<file path="src/rtl/ins_encoder_if.sv">
// Handshake bus for ins_encoder: request side (instruction fields in) and
// delivery side (encoded instruction words out).
interface ins_encoder_if;
    logic        in_valid;
    logic        in_ready;
    logic [3:0]  in_op;
    logic [1:0]  in_dst;
    logic [1:0]  in_src;
    logic [7:0]  in_imm;
    logic        in_flush;
    logic        out_valid;
    logic        out_ready;
    logic [19:0] out_ins;

    // Producer/consumer side (testbench or upstream/downstream logic)
    modport master (
        output in_valid, in_op, in_dst, in_src, in_imm, in_flush, out_ready,
        input  in_ready, out_valid, out_ins
    );

    // Encoder side
    modport slave (
        input  in_valid, in_op, in_dst, in_src, in_imm, in_flush, out_ready,
        output in_ready, out_valid, out_ins
    );
endinterface

</file>
<file path="src/rtl/ins_encoder.sv">
// Instruction encoder: turns an opcode/register/immediate request into a
// 20-bit word {op, one-hot lhs, rhs}, buffers legal words in a small FIFO and
// drops illegal requests while recording them in err/ill_cnt.
module ins_encoder #(
    parameter int DEPTH = 4
) (
    input  logic                     clk,
    input  logic                     rst,
    ins_encoder_if.slave             bus,
    output logic [$clog2(DEPTH):0]   count,
    output logic                     err,
    output logic [3:0]               ill_cnt,
    output logic [7:0]               seq
);
    localparam int PW = $clog2(DEPTH);
    localparam int CW = PW + 1;

    // Opcode legality: 1..10 always legal, shifts only by 0..8 bits.
    function automatic logic is_legal(input logic [3:0] op, input logic [7:0] imm);
        logic ok;
        case (op)
            4'd1, 4'd2, 4'd3, 4'd4, 4'd5,
            4'd6, 4'd7, 4'd8, 4'd9, 4'd10: ok = 1'b1;
            4'd11, 4'd12:                  ok = (imm <= 8'd8);
            default:                       ok = 1'b0;
        endcase
        return ok;
    endfunction

    // Right-hand operand: one-hot register for register forms, raw immediate otherwise.
    function automatic logic [7:0] enc_rhs(input logic [3:0] op,
                                           input logic [1:0] src,
                                           input logic [7:0] imm);
        logic [7:0] r;
        case (op)
            4'd2, 4'd4, 4'd6, 4'd8, 4'd10: r = 8'd1 << src;
            default:                       r = imm;
        endcase
        return r;
    endfunction

    logic [19:0]   mem [DEPTH];
    logic [PW-1:0] wr_ptr;
    logic [PW-1:0] rd_ptr;

    logic          push_hs;
    logic          legal;
    logic          push;
    logic          pop;
    logic [19:0]   word;

    // Handshake outputs derive from registered state; in_flush blocks intake.
    assign bus.in_ready  = (count < CW'(DEPTH)) && !bus.in_flush;
    assign bus.out_valid = (count != CW'(0));
    assign bus.out_ins   = bus.out_valid ? mem[rd_ptr] : 20'd0;

    // Decode the request and qualify push/pop strobes.
    always_comb begin
        push_hs = 1'b0;
        legal   = 1'b0;
        push    = 1'b0;
        pop     = 1'b0;
        word    = 20'd0;
        push_hs = bus.in_valid && bus.in_ready;
        legal   = is_legal(bus.in_op, bus.in_imm);
        push    = push_hs && legal;
        pop     = bus.out_valid && bus.out_ready && !bus.in_flush;
        word    = {bus.in_op, 8'd1 << bus.in_dst,
                   enc_rhs(bus.in_op, bus.in_src, bus.in_imm)};
    end

    // FIFO storage, pointers, occupancy and status counters.
    always_ff @(posedge clk) begin
        if (rst) begin
            wr_ptr  <= '0;
            rd_ptr  <= '0;
            count   <= '0;
            err     <= 1'b0;
            ill_cnt <= 4'd0;
            seq     <= 8'd0;
            for (int i = 0; i < DEPTH; i++) begin
                mem[i] <= 20'd0;
            end
        end else if (bus.in_flush) begin
            // Buffered words are discarded; history counters survive.
            wr_ptr <= '0;
            rd_ptr <= '0;
            count  <= '0;
        end else begin
            if (push) begin
                mem[wr_ptr] <= word;
                wr_ptr      <= wr_ptr + PW'(1);
            end else begin
                wr_ptr <= wr_ptr;
            end

            if (pop) begin
                rd_ptr <= rd_ptr + PW'(1);
                seq    <= seq + 8'd1;
            end else begin
                rd_ptr <= rd_ptr;
                seq    <= seq;
            end

            case ({push, pop})
                2'b10:   count <= count + CW'(1);
                2'b01:   count <= count - CW'(1);
                default: count <= count;
            endcase

            // Illegal requests handshake but are only recorded, never stored.
            if (push_hs && !legal) begin
                err <= 1'b1;
                if (ill_cnt != 4'd15) begin
                    ill_cnt <= ill_cnt + 4'd1;
                end else begin
                    ill_cnt <= ill_cnt;
                end
            end else begin
                err     <= err;
                ill_cnt <= ill_cnt;
            end
        end
    end
endmodule

</file>
<file path="src/flat_wrapper.sv">
// flat-port wrapper written by rule: the top's interface ports become plain ports
module ins_encoder_flat 
#(
    parameter int DEPTH = 4
)
  (clk, rst, count, err, ill_cnt, seq, bus_in_valid, bus_in_op, bus_in_dst, bus_in_src, bus_in_imm, bus_in_flush, bus_out_ready, bus_in_ready, bus_out_valid, bus_out_ins);
  ins_encoder_if bus_i ();
  input  logic clk;
  input  logic rst;
  output logic [$clog2(DEPTH):0] count;
  output logic err;
  output logic [3:0] ill_cnt;
  output logic [7:0] seq;
  input wire logic [$bits(bus_i.in_valid)-1:0] bus_in_valid;
  input wire logic [$bits(bus_i.in_op)-1:0] bus_in_op;
  input wire logic [$bits(bus_i.in_dst)-1:0] bus_in_dst;
  input wire logic [$bits(bus_i.in_src)-1:0] bus_in_src;
  input wire logic [$bits(bus_i.in_imm)-1:0] bus_in_imm;
  input wire logic [$bits(bus_i.in_flush)-1:0] bus_in_flush;
  input wire logic [$bits(bus_i.out_ready)-1:0] bus_out_ready;
  output wire logic [$bits(bus_i.in_ready)-1:0] bus_in_ready;
  output wire logic [$bits(bus_i.out_valid)-1:0] bus_out_valid;
  output wire logic [$bits(bus_i.out_ins)-1:0] bus_out_ins;
  assign bus_i.in_valid = bus_in_valid;
  assign bus_i.in_op = bus_in_op;
  assign bus_i.in_dst = bus_in_dst;
  assign bus_i.in_src = bus_in_src;
  assign bus_i.in_imm = bus_in_imm;
  assign bus_i.in_flush = bus_in_flush;
  assign bus_i.out_ready = bus_out_ready;
  assign bus_in_ready = bus_i.in_ready;
  assign bus_out_valid = bus_i.out_valid;
  assign bus_out_ins = bus_i.out_ins;
  ins_encoder #(.DEPTH(DEPTH)) u_core (.clk(clk), .rst(rst), .bus(bus_i), .count(count), .err(err), .ill_cnt(ill_cnt), .seq(seq));
endmodule
</file>
<file path="config.mk">
export PLATFORM = sky130hd
export DESIGN_NAME = ins_encoder_flat
export DESIGN_NICKNAME = d
export VERILOG_FILES = /design/src/rtl/ins_encoder_if.sv /design/src/rtl/ins_encoder.sv /design/src/flat_wrapper.sv
export SDC_FILE = /design/constraint.sdc
export NUM_CORES = 1
export LEC_CHECK = 0
export CAP_MARGIN = 20
export CORE_MARGIN = 4
export CORE_UTILIZATION = 47
export DETAILED_ROUTE_END_ITERATION = 8
export HOLD_SLACK_MARGIN = 0.02
export PLACE_DENSITY_LB_ADDON = 0.05
export SETUP_SLACK_MARGIN = 0.02
export SYNTH_ARGS = -nofsm -noshare
export SYNTH_HDL_FRONTEND = slang
export SYNTH_SLANG_ARGS = --single-unit
</file>
<file path="constraint.sdc">
create_clock -name clk -period 5.95 [get_ports clk]
set_clock_uncertainty 0.1 [all_clocks]
set_input_delay 1.4875 -clock clk [delete_from_list [all_inputs] [get_ports clk]]
set_output_delay 1.4875 -clock clk [all_outputs]
set_load 0.005 [all_outputs]
</file>
# Word-level counts from Yosys, hierarchy flattened
# Memory sizes are Yosys's and may differ from the RTL's. A register that Yosys moved wholly into a read port is not among the register bits.
# Cells that the tools add are included.
[totals]
regBits = 20
mem_bits_rw = 80
inputBits = 21
out_inout_bits = 38
wordCells = 66
n_memories = 1
[mem_list]
columns = ["name", "depth", "width", "rd", "rd_ports_with_merged_regs", "write_ports", "line_no", "rtl"]
rows = [
  ["u_core.mem", 4, 20, 1, 1, 4, "ins_encoder.sv:42", "logic [19:0] mem [DEPTH];"],
]
[classes]
add_sub_neg = 6
n_lt_le_gt_ge = 2
n_eq_ne = 15
n_shift = 2
n_mux = 15
bitwise = 1
n_reduce_logical = 18
[ops]
columns = ["operator", "n"]
rows = [
  ["two-way mux 20 bit", 2],
  ["equality test 4 bit, second input constant", 5],
  ["OR reduction 20 bit", 1],
  ["equality test 4 x 3 -> 1 bit, second input constant", 4],
  ["<< shifter 1 x 2 -> 8 bit, first input constant", 2],
  ["OR reduction 10 bit", 1],
  ["adder 8 x 1 -> 8 bit, second input constant", 1],
  ["equality test 4 x 2 -> 1 bit, second input constant", 2],
  ["<= comparator 8 x 4 -> 1 bit, second input constant", 1],
  ["two-way mux 8 bit", 1],
  ["two-way mux 1 bit", 7],
  ["logical AND 1 bit", 6],
  ["two-way mux 2 bit", 3],
  ["case mux 3 bit (2 select lines)", 1],
  ["OR reduction 5 bit", 1],
  ["adder 2 x 1 -> 2 bit, second input constant", 2],
  ["adder 4 x 1 -> 4 bit, second input constant", 1],
  ["equality test 4 x 1 -> 1 bit, second input constant", 1],
  ["inequality test 4 bit, second input constant", 1],
  ["AND reduction 2 bit", 2],
  ["OR reduction 2 bit", 2],
  ["adder 3 x 1 -> 3 bit, second input constant", 1],
  ["< comparator 3 bit, second input constant", 1],
  ["AND reduction 3 bit", 1],
  ["8 further kinds", 9],
]

# Depth between registers and ports, before layout
[depth]
depth_word = 10
mapped_depth = 9
depth_no_buf = 9

# Worst setup path after synthesis
# Ideal clock, no wire load.
[synth_timing]
kind = "input to register"
startpoint = "in bus_in_imm[7]"
endpoint = "mem u_core.mem[1][0] (enable)"
setup_ns = 0.392
t_arrival_ns = 3.850
required_ns = 5.458
slack_ns = 1.608
path_stages = 5
path_buffers = 1
cell_sequence = "or4_1 a2111oi_4 o21ai_4 buf_6 o21bai_1"
[synth_rtl]
columns = ["element", "line_no", "rtl"]
rows = [
  ["start, declared", "flat_wrapper.sv:18", "input wire logic [$bits(bus_i.in_imm)-1:0] bus_in_imm;"],
  ["end, declared", "ins_encoder.sv:42", ""],
]

# Worst setup path after layout
[layout_timing]
startpoint = "in bus_in_op[2]"
endpoint = "reg u_core.count[2]"
[layout_between]
elab_chain_len = 6
elab_cells_between_ends = 20
classes_between = "eq/ne: 14; mux: 2; reduce/logical: 4"
[layout_rtl]
columns = ["element", "line_no", "rtl"]
rows = [
  ["start, declared", "flat_wrapper.sv:15", "input wire logic [$bits(bus_i.in_op)-1:0] bus_in_op;"],
  ["equality test 4 x 1 -> 1 bit, or another cell as far along", "ins_encoder.sv:21", "case (op)"],
  ["OR reduction 10 bit or OR reduction 2 bit (tied branches)", "ins_encoder.sv:21", ""],
  ["case mux 1 bit (2 select lines) *", "ins_encoder.sv:21", ""],
  ["logical AND 1 bit *", "ins_encoder.sv:66", "push = push_hs && legal;"],
  ["equality test 2 x 1 -> 1 bit or equality test 2 bit (tied branches)", "ins_encoder.sv:105", "case ({push, pop})"],
  ["case mux 3 bit (2 select lines) or nonzero test 2 bit (tied branches)", "--", ""],
  ["end signal, assigned", "ins_encoder.sv:106", "2'b10: count <= count + CW'(1);"],
  ["end signal, assigned", "ins_encoder.sv:107", "2'b01: count <= count - CW'(1);"],
  ["end signal, assigned", "ins_encoder.sv:108", "default: count <= count;"],
  ["end, declared", "ins_encoder.sv:10", "output logic [$clog2(DEPTH):0] count,"],
]
# Every way passes the cells marked *; elsewhere a longest branch is shown, timed or not.
# A chain may end at the register's enable or synchronous reset.

==> summary.txt <==
STA
  • Clock period minus worst slack: 4340 ps
  • Final hold viol count: 0
  • TNS Setup: 0 ps
  • Setup violators final: 0
  • Worst-margin pin slew: between 1000 and 1500 ps
  • Slew margin rel.: about a quarter
  • Slew Limit Fails: 0
  • RSZ-0062 raised after global routing: no
  • Tcrit/Tclk final: 73.0%
  • Fmax: between 200 and 250 MHz

Global route
  • Vias in the first global route: 2,739
  • Gr usage total: 18.1%
  • Total gr overflow: 0
  • First-pass GRT wire length: 14.2 mm
  • Initial antenna violation count: 0
  • Largest net degree at the start of global routing: 34

Place
  • Placed cells: 484
  • GP Congestion: roughly 0.72
  • Post-DP HPWL: 5.69 mm
  • Port Buffer Count: 54

Floorplan
  • Die X: roughly 100 um
  • Die ar.: 10,400 um2
  • Site Rows: 34
  • Core region area: 8680 um2
  • Die H: 102 um
  • Io pins: 59
  • Starting Density: 47.9%

Synth
  • #FFs+latches synth: 86
  • Fraction of registers with async set/reset: 0%
  • Cell variety after synth: 50
  • Post-synth EDFFs: 64
  • Most used DFF post-synth: edfxtp_1
  • Yosys warning total: 0
  • Register area share after synthesis: 56.9%
  • Syn Area/Cell: 12.5 um2
  • Synthesized instance count: 331
  • Mapped Area: ~4200 um2

Critical path
  • WS Path Type: input pin to flop
  • WP data required: 6130 ps
  • Crit Reg-Reg Startpoint: u_core.count[2]$_SDFFE_PP0P_
  • Crit-path max FO: 9
  • Crit path capture: u_core.count[2]$_SDFFE_PP0P_
  • CP Data Arrival Time: around 4500 ps
  • CP Launch Type: input pin
  • Setup crit start: bus_in_op[2]
  • Reg-to-reg slack, setup: around 3400 ps
  • Setup crit end kind: flop
  • R2R depth: 8
  • Worst r2r dst: u_core.count[2]$_SDFFE_PP0P_

Drt
  • Drc violations: 0
  • Drt via density: 5.37
  • Final WL: 8.68 mm
  • Avg WL per Cell: 17.3 um
  • DR pass1 iterations: 4
  • Remaining antenna violation count after routing: 0
  • Vias post-DR: 2,691
  • Starting DRC count in detailed routing: 111

Power
  • Cell Pwr Density: 254 nW/um2
  • Clock power share: 40.0%
  • Leakage: 1.74 nW
  • Psw: 0.000290 W
  • Tot Pwr: between 0.001 and 0.0015 W
  • Cell Int Power: 0.000991 W
  • Sw frac: 22.6%
  • VDD IR max: 139 uV
  • Combinational share of power: 7.8%
  • Reg power frac: 52.2%

Finish
  • Final nets: 413
  • Non-filler cells, final: 501
  • Most frequent cells in the layout: nor2_1 (66), edfxtp_1 (64), clkdlybuf4s50_1 (54), dfxtp_1 (22), and2_1 (17)
  • Most common cell after layout, fill and taps aside: nor2_1
  • Antenna diode count: 0
  • Share of cells above drive strength 1: ~17%
  • P&R area growth vs syn: 21.5%

Clock network
  • Total CTS buffers: 9
  • Hold buffers post-CTS: 0
  • CTS Root Cell: clkbuf_8
  • CTS Sinks: 86
  • Clock-pin slew on the worst setup and hold paths: ~90 ps
  • Max Root-Sink Buffers: 2
  • Number of gates resized after CTS: 0
  • CTS H-tree lvls: 3
  • # Post-CTS Setup Buffers: 0
  • Worst-Skew Late Latency: 350 ps
  • CTS tree: yes

Worst hold path
  • Hold Path Class: flop to flop

Outcome
  • Outcome: completed

Job
  • Max-cap violations: 0
[worst max-delay path, cell delays in order]
cell and delay [ps]:
clkdlybuf4s50_1 590, or3b_1 440, a2111oi_4 840, o21ai_2 140, ha_1 240, inv_1 70
fa_1 170, xor2_1 70, or3_1 300, a21oi_1 150
[worst min path at each step]
| stage | from | to | slack (ps) | depth (start not counted) |
|---|---|---|---|---|
| 2_1_floorplan | u_core.err$_SDFFE_PP0P_ | u_core.err$_SDFFE_PP0P_ | 340 | 2 |
| 3_3_place_gp | u_core.err$_SDFFE_PP0P_ | u_core.err$_SDFFE_PP0P_ | 330 | 2 |
| 3_5_place_dp | u_core.err$_SDFFE_PP0P_ | u_core.err$_SDFFE_PP0P_ | 350 | 2 |
| 4_1_cts | u_core.err$_SDFFE_PP0P_ | u_core.err$_SDFFE_PP0P_ | 360 | 2 |
| 5_1_grt | u_core.err$_SDFFE_PP0P_ | u_core.err$_SDFFE_PP0P_ | 400 | 2 |
| 6_report | u_core.err$_SDFFE_PP0P_ | u_core.err$_SDFFE_PP0P_ | 350 | 2 |
[synth_stat cells, types with 2 or more instances]
master	count	share of area [%]
nor2_1	66	6.0
edfxtp_1	64	46
dfxtp_1	22	11
and2_1	17	2.6
mux4_2	16	8.7
nor3_2	15	3.6
inv_1	10	0.90
nand2_1	10	0.90
clkbuf_1	9	0.81
nand2b_1	8	1.2
nor2b_1	7	1.1
nor3_1	7	0.84
xnor2_1	7	1.5
mux2i_1	6	1.4
a21oi_1	5	0.60
nor4_1	5	0.75
buf_4	4	0.72
mux2_2	4	1.1
buf_2	3	0.36
ha_1	3	0.90
nand3_1	3	0.36
nor3b_1	3	0.54
a21o_1	2	0.36
and3_1	2	0.30
buf_6	2	0.54
nand4_1	2	0.30
o211ai_4	2	1.0
o21ai_0	2	0.24
o21bai_1	2	0.36
or3_1	2	0.30
xor2_1	2	0.42
[power by group through the flow]
stage | Combinational, W | Clock (W) | Sequential, W
6_report | 0.000100 | 0.000513 | 0.000668
5_1_grt | 0.000111 | 0.000545 | 0.000670
4_1_cts | 0.000102 | 0.000520 | 0.000669
3_5_place_dp | 0.000101 | 0 | 0.000682
3_3_place_gp | 0.0000996 | 0 | 0.000682
2_1_floorplan | 0.0000582 | 0 | 0.000680
[final cells by class]
type                            instances  area, um2
Sequential cell                        86       2360
Clock buffer                            9        124
Tap cell                              108        135
Inverter                               10       37.5
Fill cell                             747       3630
Multi-Input combinational cell        219       1660
Timing Repair Buffer                   62        601
Clock inverter                          7        128
[sequential cells by signal, indices dropped and copies added, names as in the netlist, named ones only]
| name | flops |
|---|---|
| u_core.mem | 64 |
| u_core.err | 1 |
| u_core.seq | 8 |
| u_core.rd_ptr | 2 |
| u_core.wr_ptr | 2 |
| u_core.count | 3 |
| u_core.ill_cnt | 4 |
[per-stage QoR]
step	hold WS, ps	worst slack, ps	utilization [%]	area [um2]
finish	352	1610	58.2	5050
global route	399	1400	58.2	5050
CTS	358	1610	58.1	5040
detailed placement	345	1240	55.2	4790
global placement	335	1310	55.2	4790
floorplan	342	1610	-	4170
[metal layers]
metal / up-vias / track usage [%] / share of wire (%)
met5: - / 0 / 0
met4: 0 / 6.36 / 0.69
met3: 6 / 2.73 / 4.7
met2: 62 / 28.5 / 48
met1: 1326 / 25.8 / 47
li1: 1297 / - / -
[cells by family (layout without fill, tap and decap cells)]
family | Yosys count | in the layout | synth area share (%)
compound gates | 23 | 23 | 5.27
xor+xnor | 9 | 9 | 1.90
fa+ha+maj | 4 | 4 | 1.39
buf+inv | 29 | 88 | 3.43
flops | 86 | 86 | 56.9
mux | 26 | 26 | 11.2
other cells | 1 | 4 | 0.0903
simple gates | 153 | 153 | 19.8
No activity file was read; power rests on OpenSTA's default activity.
